$ cat src/rtl/ce_period_meter.sv
// Clock-enable strobe period meter: measures ce_in spacing, flags short/missing strobes, reports lock.
// Optional saturating error counter enabled by defining CEPM_ERRCNT_EN.
//
// state      | meaning
// WAIT_FIRST | no reference strobe yet; counter idle
// MEASURE    | counting cycles since the last strobe
module ce_period_meter #(
    parameter int FCLK   = 50000000,
    parameter int FTICK  = 1000,
    parameter int TOL    = 16,
    parameter int LOCK_N = 4,
    parameter int CW     = 17
) (
    input  logic          clk,
    input  logic          rst_n,
    input  logic          ce_in,
    output logic [CW-1:0] period,
    output logic          period_vld,
    output logic          err_period,
    output logic          err_missing,
    output logic          locked,
    output logic [7:0]    err_count
);

    localparam int NOM = FCLK / FTICK;
    localparam logic [CW-1:0] LO = CW'(NOM - TOL);
    localparam logic [CW-1:0] HI = CW'(NOM + TOL);
    localparam logic [4:0] LOCK_V = 5'(LOCK_N);

    typedef enum logic {WAIT_FIRST = 1'b0, MEASURE = 1'b1} state_t;

    state_t        state_q, state_d;
    logic [CW-1:0] cnt_q, cnt_d;
    logic [CW-1:0] period_q, period_d;
    logic          period_vld_q, period_vld_d;
    logic          err_period_q, err_period_d;
    logic          err_missing_q, err_missing_d;
    logic          locked_q, locked_d;
    logic [3:0]    run_q, run_d;
    logic [4:0]    run_inc;

    assign run_inc = {1'b0, run_q} + 5'd1;

    always_comb begin
        state_d       = state_q;
        cnt_d         = cnt_q;
        period_d      = period_q;
        period_vld_d  = 1'b0;
        err_period_d  = 1'b0;
        err_missing_d = 1'b0;
        locked_d      = locked_q;
        run_d         = run_q;
        case (state_q)
            WAIT_FIRST: begin
                if (ce_in) begin
                    cnt_d   = CW'(1);
                    state_d = MEASURE;
                end
            end
            MEASURE: begin
                if (ce_in) begin
                    // Strobe wins over timeout, so cnt_q==HI here is still in window.
                    period_d     = cnt_q;
                    period_vld_d = 1'b1;
                    cnt_d        = CW'(1);
                    if (cnt_q >= LO && cnt_q <= HI) begin
                        if (run_inc <= LOCK_V) begin
                            run_d = run_inc[3:0];
                        end
                        if (run_inc >= LOCK_V) begin
                            locked_d = 1'b1;
                        end
                    end else begin
                        err_period_d = 1'b1;
                        locked_d     = 1'b0;
                        run_d        = 4'd0;
                    end
                end else if (cnt_q == HI) begin
                    err_missing_d = 1'b1;
                    locked_d      = 1'b0;
                    run_d         = 4'd0;
                    cnt_d         = '0;
                    state_d       = WAIT_FIRST;
                end else begin
                    cnt_d = cnt_q + CW'(1);
                end
            end
            default: state_d = WAIT_FIRST;
        endcase
    end

    always_ff @(posedge clk or negedge rst_n) begin
        if (!rst_n) begin
            state_q       <= WAIT_FIRST;
            cnt_q         <= '0;
            period_q      <= '0;
            period_vld_q  <= 1'b0;
            err_period_q  <= 1'b0;
            err_missing_q <= 1'b0;
            locked_q      <= 1'b0;
            run_q         <= 4'd0;
        end else begin
            state_q       <= state_d;
            cnt_q         <= cnt_d;
            period_q      <= period_d;
            period_vld_q  <= period_vld_d;
            err_period_q  <= err_period_d;
            err_missing_q <= err_missing_d;
            locked_q      <= locked_d;
            run_q         <= run_d;
        end
    end

    assign period      = period_q;
    assign period_vld  = period_vld_q;
    assign err_period  = err_period_q;
    assign err_missing = err_missing_q;
    assign locked      = locked_q;

`ifdef CEPM_ERRCNT_EN
    logic [7:0] err_count_q, err_count_d;

    // Counts alongside the error pulse so the count is current when the pulse is seen.
    always_comb begin
        err_count_d = err_count_q;
        if ((err_period_d || err_missing_d) && err_count_q != 8'hFF) begin
            err_count_d = err_count_q + 8'd1;
        end
    end

    always_ff @(posedge clk or negedge rst_n) begin
        if (!rst_n) begin
            err_count_q <= 8'd0;
        end else begin
            err_count_q <= err_count_d;
        end
    end

    assign err_count = err_count_q;
`else
    assign err_count = 8'd0;
`endif

endmodule
$ cat config.mk
export PLATFORM = sky130hd
export DESIGN_NAME = ce_period_meter
export DESIGN_NICKNAME = d
export VERILOG_FILES = /design/src/rtl/ce_period_meter.sv
export SDC_FILE = /design/constraint.sdc
export NUM_CORES = 1
export LEC_CHECK = 0
export CELL_PAD_IN_SITES_DETAIL_PLACEMENT = 1
export CELL_PAD_IN_SITES_GLOBAL_PLACEMENT = 1
export CORE_MARGIN = 5
export CORE_UTILIZATION = 40
export CTS_CLUSTER_DIAMETER = 60
export DETAILED_ROUTE_END_ITERATION = 16
export GPL_ROUTABILITY_DRIVEN = 1
export GPL_TIMING_DRIVEN = 1
export PLACE_DENSITY = 0.85
export SYNTH_ARGS = -nofsm -noshare
export SYNTH_HDL_FRONTEND = slang
export SYNTH_SLANG_ARGS = --single-unit
$ cat constraint.sdc
create_clock -name clk -period 2.75 [get_ports clk]
set_input_delay 0.55 -clock clk [delete_from_list [all_inputs] [get_ports clk]]
set_output_delay 0.55 -clock clk [all_outputs]
set_load 0.005 [all_outputs]
==> metrics.log, run 1 <==
INFO  metric final_critical_path_setup_slack = roughly 0.46 ns
INFO  metric reg2reg_depth = 7
INFO  metric routabilityCongestion = 0.867
INFO  metric worst_ep_required_time = 2.94 ns
INFO  metric arr_time_crit_path = around 2.5 ns
INFO  metric power.share.switching = 0.256
INFO  metric synth_largest_type_area_fraction = 0.501
INFO  metric powerDensity = slightly below 500 nW/µm²
INFO  metric tritoncts_clock_tree = built
INFO  metric cts_setup_buffers = 0
INFO  metric endpoint_kind = flip-flop
INFO  metric die_h = about 83 µm
INFO  metric initial_core_util = 0.415
INFO  metric number_of_clock_buffers_inserted_by_tritoncts = 5
INFO  metric routed-via-count = roughly 1700
INFO  metric finalWirelength = 4920 µm
INFO  metric crit-reg2reg-launch = cnt_q[0]$_DFFE_PN0P_
INFO  metric ctsResizeCount = 0
INFO  metric end_of_the_worst_register_to_register_path = cnt_q[10]$_DFFE_PN0P_
INFO  metric routed_via_density = approximately 5.4
INFO  metric critPathMaxStageDelay = about 0.53 ns
INFO  metric num_io_pins = 32
INFO  metric internal-power = between 0.0009 and 0.001 W
INFO  metric power_share_of_the_sequential_group = 0.576
INFO  metric cts-root-buf = sky130_fd_sc_hd__clkbuf_8
INFO  metric synth_area_per_cell = 9.80 µm²
INFO  metric iteration_0_drc_markers = a little over 90
INFO  metric critical-path-slowest-cell = sky130_fd_sc_hd__or4b_1
INFO  metric sink_count = between 40 and 50
INFO  metric global_route_usage_over_all_layers = 0.158
INFO  metric antenna_cells_inserted = 0
INFO  metric sequential_cell_area = 1080 µm²
INFO  metric global_route.overflow_total = 0
INFO  metric cts_buffer_depth = 2
INFO  metric post-synth-top-area-cell = sky130_fd_sc_hd__dfrtp_1
INFO  metric synth_enable_flop_cells = 0
INFO  metric route.detailed.drc = 0
INFO  metric maxCapViolations = 0
INFO  metric synth-seq-area-share = 0.501
INFO  metric timing.clock.skew = 0.00505 ns
INFO  metric fill_cell_instance_count_of_the_final_layout = around 610
INFO  metric clkLatencyLatePin = 0.30 ns
INFO  metric grt_pass1_wl = ~9000 µm
INFO  metric max_slew_headroom = 0.370
INFO  metric period_share = 0.834
INFO  metric pre_cts_ws = 0.221 ns
INFO  metric cts_hold_buffers_added = 0
INFO  metric power.combinational.fraction = 0.107
INFO  metric grt_pass1_vias = roughly 1800
INFO  metric finalNetCount = 250
INFO  metric synth-main-ff-cell = sky130_fd_sc_hd__dfrtp_1
INFO  metric worstPathCellList = inv_1, ha_1, or4b_1, nor4_4, nor2_1, o21a_1, o22a_1
INFO  metric syn_inst = between 200 and 250
INFO  metric maximum_net_fanout_on_the_critical_path = 13
INFO  metric htreeDepth = 2
INFO  metric detailedPlacementHpwl = between 3000 and 4000 µm
INFO  metric synth.yosys.warnings = 0
INFO  metric yosys.cell_count.top_type = sky130_fd_sc_hd__dfrtp_1
INFO  metric path_clk_slew = about 0.07 ns
INFO  metric netlist_top_cells_area = sky130_fd_sc_hd__dfrtp_1 (50%), sky130_fd_sc_hd__mux2_1 (4.7%), sky130_fd_sc_hd__nand2_1 (4.4%)
INFO  metric drive_above_1_share = 0.0776
INFO  metric dieWidth = 83.3 µm
INFO  metric area_of_the_die = 6930 µm²
INFO  metric vdd_drop_max = roughly 0.22 mV
INFO  metric final.min_clock_period = roughly 2.3 ns
INFO  metric max_clock_freq = 436 MHz
INFO  metric worst-r2r-setup-slack = roughly 0.46 ns
INFO  metric leakage = ~1.1 nW
INFO  metric power_frac_clock = 0.317
INFO  metric antenna_found_initial = 0
INFO  metric port-buffer-count = 23
INFO  metric final_count_of_hold_timing_violations = 0
INFO  metric crit_path_kind = reg2reg
INFO  metric outcome = complete, no violations
INFO  metric post-layout-total-power = 0.00122 W
INFO  metric area_of_the_multi_input_gates = between 900 and 1000 µm²
INFO  metric yosys-top-cells-count = sky130_fd_sc_hd__dfrtp_1 (43), sky130_fd_sc_hd__nand2_1 (25), sky130_fd_sc_hd__o21ai_1 (14)
INFO  metric hold_path.class = in2async
INFO  metric synth_async_sr_flop_share = 1.00
INFO  metric core-area = a little over 5000 µm²
INFO  metric detailedRoute.firstPassIterationCount = 4
INFO  metric synth.cell_area = around 2100 µm²
INFO  metric post_drt_wl_per_cell = 15.6 µm
INFO  metric setup_viol_count_final = 0
INFO  metric postRouteAntennaNets = 0
INFO  metric timing.final.max_slew_violations = 0
INFO  metric setup_total_negative_slack = 0 ns
INFO  metric worstMarginPinSlew = between 0.9 and 1 ns
INFO  metric rsz0062_at_grt = false
INFO  metric synth-seq-cells = between 40 and 50
INFO  metric netSwitchingPower = around 0.00031 W
INFO  metric synthDistinctLibCells = 43
INFO  metric floorplan.rows = 26
INFO  metric area_growth = 16.8%
INFO  metric grt_start_max_net_pins = 44
INFO  metric timing.critical_path.from_type = flip-flop
area by class of cell:
cell class,count,share of cell area
multi-input combinational,156,0.384
timing repair buffer,28,0.105
clock buffer,7,0.0304
sequential,43,0.429
clock inverter,1,0.00200
inverter,10,0.0150
tap,70,0.0349
state kept, by name, summed over array words and instances, names as in the netlist:
name,cells
locked,1
run_q,4
period_vld,1
err_missing,1
cnt_q,17
err_period,1
state_q,1
period,17
critical path: cells and delay by family (launching register included):
kind	cells	cell delay (ns)
AO/OA/AOI/OAI	2	0.33
flip-flops	1	0.44
AND/OR/NAND/NOR	3	1.13
adder cells (fa/ha/maj)	1	0.15
buffers and inverters	1	0.14
metal layers:
metal | global-route usage | part of all wire
met1 | 0.200 | 0.46
met2 | 0.259 | 0.49
met3 | 0.0406 | 0.034
met4 | 0.0609 | 0.019
met5 | 0 | 0
worst max-delay path by stage:
stage | slack, ns | from | depth (start not counted) | endpoint
floorplan | 0.77 | cnt_q[12]$_DFFE_PN0P_ | 5 | run_q[0]$_DFFE_PN0P_
global route | 0.30 | cnt_q[0]$_DFFE_PN0P_ | 7 | cnt_q[15]$_DFFE_PN0P_
global placement | 0.37 | ce_in | 6 | cnt_q[15]$_DFFE_PN0P_
finish | 0.46 | cnt_q[0]$_DFFE_PN0P_ | 7 | cnt_q[10]$_DFFE_PN0P_
detailed placement | 0.22 | ce_in | 6 | cnt_q[15]$_DFFE_PN0P_
CTS | 0.45 | cnt_q[0]$_DFFE_PN0P_ | 7 | cnt_q[10]$_DFFE_PN0P_
power by group through the flow:
stage / clock, W / combinational [W] / sequential [W]
6_report: 0.000385 / 0.000130 / 0.000700
5_1_grt: 0.000439 / 0.000149 / 0.000709
4_1_cts: 0.000394 / 0.000133 / 0.000700
3_5_place_dp: 0 / 0.000131 / 0.000712
3_3_place_gp: 0 / 0.000130 / 0.000712
2_1_floorplan: 0 / 0.0000863 / 0.000695
kinds of logic after synthesis:
group,Yosys count,share of synthesized area
buf+inv,27,0.0624
xor+xnor,2,0.00816
flops,43,0.501
mux,10,0.0519
simple gates,82,0.220
fa+ha+maj,3,0.0175
other cells,1,0.00175
compound gates,51,0.138
metrics by stage:
stage	instances	hold slack, ns	cell area (µm²)	utilization
finish	315	0.399	2510	0.485
global route	315	0.485	2510	0.485
CTS	315	0.430	2510	0.485
detailed placement	307	0.473	2430	0.469
global placement	307	0.463	2430	0.469
floorplan	226	0.254	2170	-
placed cells by master, fill, tap and decap left out, types with 3 or more instances in the layout:
cell and n:
sky130_fd_sc_hd__inv_1 9, sky130_fd_sc_hd__ha_1 3, sky130_fd_sc_hd__nand2b_1 3, sky130_fd_sc_hd__clkdlybuf4s50_1 22
sky130_fd_sc_hd__o21ai_1 14, sky130_fd_sc_hd__buf_4 5, sky130_fd_sc_hd__a31oi_1 5, sky130_fd_sc_hd__o21ai_0 9
sky130_fd_sc_hd__nor2_1 11, sky130_fd_sc_hd__nor4_1 4, sky130_fd_sc_hd__or2_1 4, sky130_fd_sc_hd__nand4_1 6
sky130_fd_sc_hd__mux2_1 9, sky130_fd_sc_hd__conb_1 8, sky130_fd_sc_hd__nand2_1 25, sky130_fd_sc_hd__clkbuf_8 5
sky130_fd_sc_hd__or3_1 5, sky130_fd_sc_hd__nor3_1 7, sky130_fd_sc_hd__a21oi_1 13, sky130_fd_sc_hd__nand3_1 4
sky130_fd_sc_hd__dfrtp_1 43
Note: power is estimated with default switching activity, not from simulation.
==> run 2: changes to the inputs <==
==> constraint.sdc (replaced) <==
create_clock -name clk -period 2.4 [get_ports clk]
set_input_delay 0.48 -clock clk [delete_from_list [all_inputs] [get_ports clk]]
set_output_delay 0.48 -clock clk [all_outputs]
set_load 0.005 [all_outputs]
==> run 2 against run 1 <==
Against the previous run:
- worst hold slack got worse by 0.20 ns
- combinational power increased by 38%
- sequential cell count unchanged
- sequential share of layout area decreased by 1.6 points
- critical path depth increased by 1
- wire length increased by 15%
- design area increased by 4.0%
- critical endpoint is now cnt_q[2]$_DFFE_PN0P_
- cell count increased by 2.5%
- register-to-register slack got worse by 0.34 ns
==> metrics.log, run 2 (synthesis results as in run 1) <==
INFO  metric outcome = complete, no violations
INFO  metric finalNetCount = between 200 and 300
INFO  metric routabilityCongestion = 0.845
INFO  metric cts_hold_buffers_added = 0
INFO  metric critical-path-slowest-cell = sky130_fd_sc_hd__or4b_1
INFO  metric routed_via_density = roughly 5.5
INFO  metric grt_start_max_net_pins = 29
INFO  metric critical_path.n_buffers_inverters = 2
INFO  metric worst-r2r-setup-slack = ~0.12 ns
INFO  metric core-area = a little over 5000 µm²
INFO  metric dieWidth = about 83 µm
INFO  metric detailed_place.area = 2490 µm²
INFO  metric cpLargestDelayFamily = simple AND/OR/NAND/NOR gates
INFO  metric powerDensity = about 600 nW/µm²
INFO  metric htreeDepth = 2
INFO  metric grt_pass1_wl = 10000 µm
INFO  metric antenna_found_initial = 0
INFO  metric detailedRoute.firstPassIterationCount = 4
INFO  metric postRouteAntennaNets = 0
INFO  metric fill_cell_instance_count_of_the_final_layout = 585
INFO  metric end_of_the_worst_register_to_register_path = cnt_q[2]$_DFFE_PN0P_
INFO  metric die_h = ~83 µm
INFO  metric period_share = 0.950
INFO  metric path_clk_slew = around 0.080 ns
INFO  metric crit_path_kind = reg2reg
INFO  metric worstSetupPathDepth = 8
INFO  metric number_of_clock_buffers_inserted_by_tritoncts = 5
INFO  metric worstPathCellList = inv_1, ha_1, or4b_1, nor4_4, nor2_1, buf_4, a21oi_1, a31oi_1
INFO  metric power.combinational.fraction = 0.115
INFO  metric endpoint_kind = flip-flop
INFO  metric global_route_usage_over_all_layers = 0.177
INFO  metric pre_cts_ws = between 0.15 and 0.2 ns
INFO  metric crit-reg2reg-launch = cnt_q[1]$_DFFE_PN0P_
INFO  metric drive_above_1_share = 0.115
INFO  metric setup_viol_count_final = 0
INFO  metric route.detailed.drc = 0
INFO  metric reg2reg_depth = 8
INFO  metric cts_setup_buffers = 0
INFO  metric cts-root-buf = sky130_fd_sc_hd__clkbuf_8
INFO  metric clkLatencyLatePin = 0.30 ns
INFO  metric num_io_pins = 32
INFO  metric hold_path.class = in2async
INFO  metric max_clock_freq = 439 MHz
INFO  metric power_frac_clock = 0.379
INFO  metric area_of_the_die = ~6900 µm²
INFO  metric final_critical_path_setup_slack = between 0.1 and 0.15 ns
INFO  metric sink_count = 43
INFO  metric port-buffer-count = 23
INFO  metric leading_cell_type_in_the_layout_fill_and_taps_excluded = sky130_fd_sc_hd__dfrtp_1
INFO  metric detailedPlacementHpwl = just over 4000 µm
INFO  metric worst_ep_required_time = approximately 2.6 ns
INFO  metric power_share_of_the_sequential_group = 0.506
INFO  metric vdd_drop_max = ~0.33 mV
INFO  metric post_drt_wl_per_cell = 17.5 µm
INFO  metric power.share.switching = 0.247
INFO  metric final_count_of_hold_timing_violations = 0
INFO  metric grt_pass1_vias = ~1900
INFO  metric design_area = between 2000 and 3000 µm²
INFO  metric maxCapViolations = 0
INFO  metric timing.critical_path.from_type = flip-flop
INFO  metric sequential_cell_area = approximately 1100 µm²
INFO  metric critPathMaxStageDelay = approximately 0.54 ns
INFO  metric final.min_clock_period = 2.28 ns
INFO  metric timing.final.max_slew_violations = 0
INFO  metric routed-via-count = between 1500 and 2000
INFO  metric timing.clock.skew = roughly 0.0054 ns
INFO  metric global_route.overflow_total = 0
INFO  metric tritoncts_clock_tree = built
INFO  metric arr_time_crit_path = between 2 and 2.5 ns
INFO  metric area_of_the_multi_input_gates = between 900 and 1000 µm²
INFO  metric internal-power = 0.00118 W
INFO  metric leakage = ~1.1 nW
INFO  metric initial_core_util = 0.415
INFO  metric final_util = 0.504
INFO  metric netSwitchingPower = between 0.0003 and 0.0004 W
INFO  metric finalWirelength = about 5700 µm
INFO  metric area_growth = 21.5%
INFO  metric cts_buffer_depth = 2
INFO  metric setup_total_negative_slack = 0 ns
INFO  metric mostFrequentLayoutCells = sky130_fd_sc_hd__dfrtp_1 (43), sky130_fd_sc_hd__nand2_1 (25), sky130_fd_sc_hd__clkdlybuf4s50_1 (22), sky130_fd_sc_hd__o21ai_1 (14), sky130_fd_sc_hd__a21oi_1 (13)
INFO  metric worstMarginPinSlew = ~0.65 ns
INFO  metric antenna_cells_inserted = 0
INFO  metric iteration_0_drc_markers = between 60 and 70
INFO  metric floorplan.rows = 26
INFO  metric max_slew_headroom = 0.570
INFO  metric maximum_net_fanout_on_the_critical_path = 6
==> run 2: cell types whose count changed in the layout (fill, tap and decap cells not counted), sizes merged <==
| cell | before | now |
|---|---|---|
| buf | 6 | 14 |
| bufinv | 0 | 1 |
| clkbuf | 7 | 6 |
==> run 2: worst max path at each step <==
stage | startpoint | endpoint | slack (ns)
after floorplan | cnt_q[12]$_DFFE_PN0P_ | run_q[0]$_DFFE_PN0P_ | 0.42
after global placement | cnt_q[0]$_DFFE_PN0P_ | cnt_q[8]$_DFFE_PN0P_ | 0.26
after detailed placement | cnt_q[0]$_DFFE_PN0P_ | cnt_q[8]$_DFFE_PN0P_ | 0.17
after CTS | cnt_q[1]$_DFFE_PN0P_ | cnt_q[8]$_DFFE_PN0P_ | 0.15
after global routing | cnt_q[1]$_DFFE_PN0P_ | cnt_q[2]$_DFFE_PN0P_ | -0.02
final | cnt_q[1]$_DFFE_PN0P_ | cnt_q[2]$_DFFE_PN0P_ | 0.12
==> run 2: area by class of cell <==
type                       instances  share of cell area
clock inverter                     2              0.0134
timing repair buffer              36               0.125
tap                               70              0.0336
sequential                        43               0.412
inverter                          10              0.0144
multi-input combinational        156               0.369
clock buffer                       6              0.0317
==> run 2: what timing repair did <==
item / CTS / global route
resized for setup: 0 / 1
hold endpoints to repair: 0 / 0
setup endpoints to repair: 0 / 2
==> run 2: metal layers <==
metal	part of all wire	vias up	global-route usage
met5	0	-	0
met4	0.015	0	0.0505
met3	0.032	8	0.0248
met2	0.51	38	0.302
met1	0.45	907	0.232
li1	-	820	-
==> run 2: power by group through the flow <==
stage,Combinational [W],Sequential [W],Clock [W]
after floorplan,0.0000989,0.000796,0
after global placement,0.000174,0.000807,0
after detailed placement,0.000179,0.000810,0
after CTS,0.000182,0.000796,0.000612
after global routing,0.000203,0.000803,0.000659
final,0.000180,0.000796,0.000595
==> run 2: per-stage QoR <==
step                hold WS (ns)  std cells  total power (W)
floorplan                  0.184        226         0.000895
global placement           0.463        315         0.000981
detailed placement         0.482        315         0.000990
CTS                        0.204        323          0.00159
global route               0.241        323          0.00166
finish                     0.197        323          0.00157
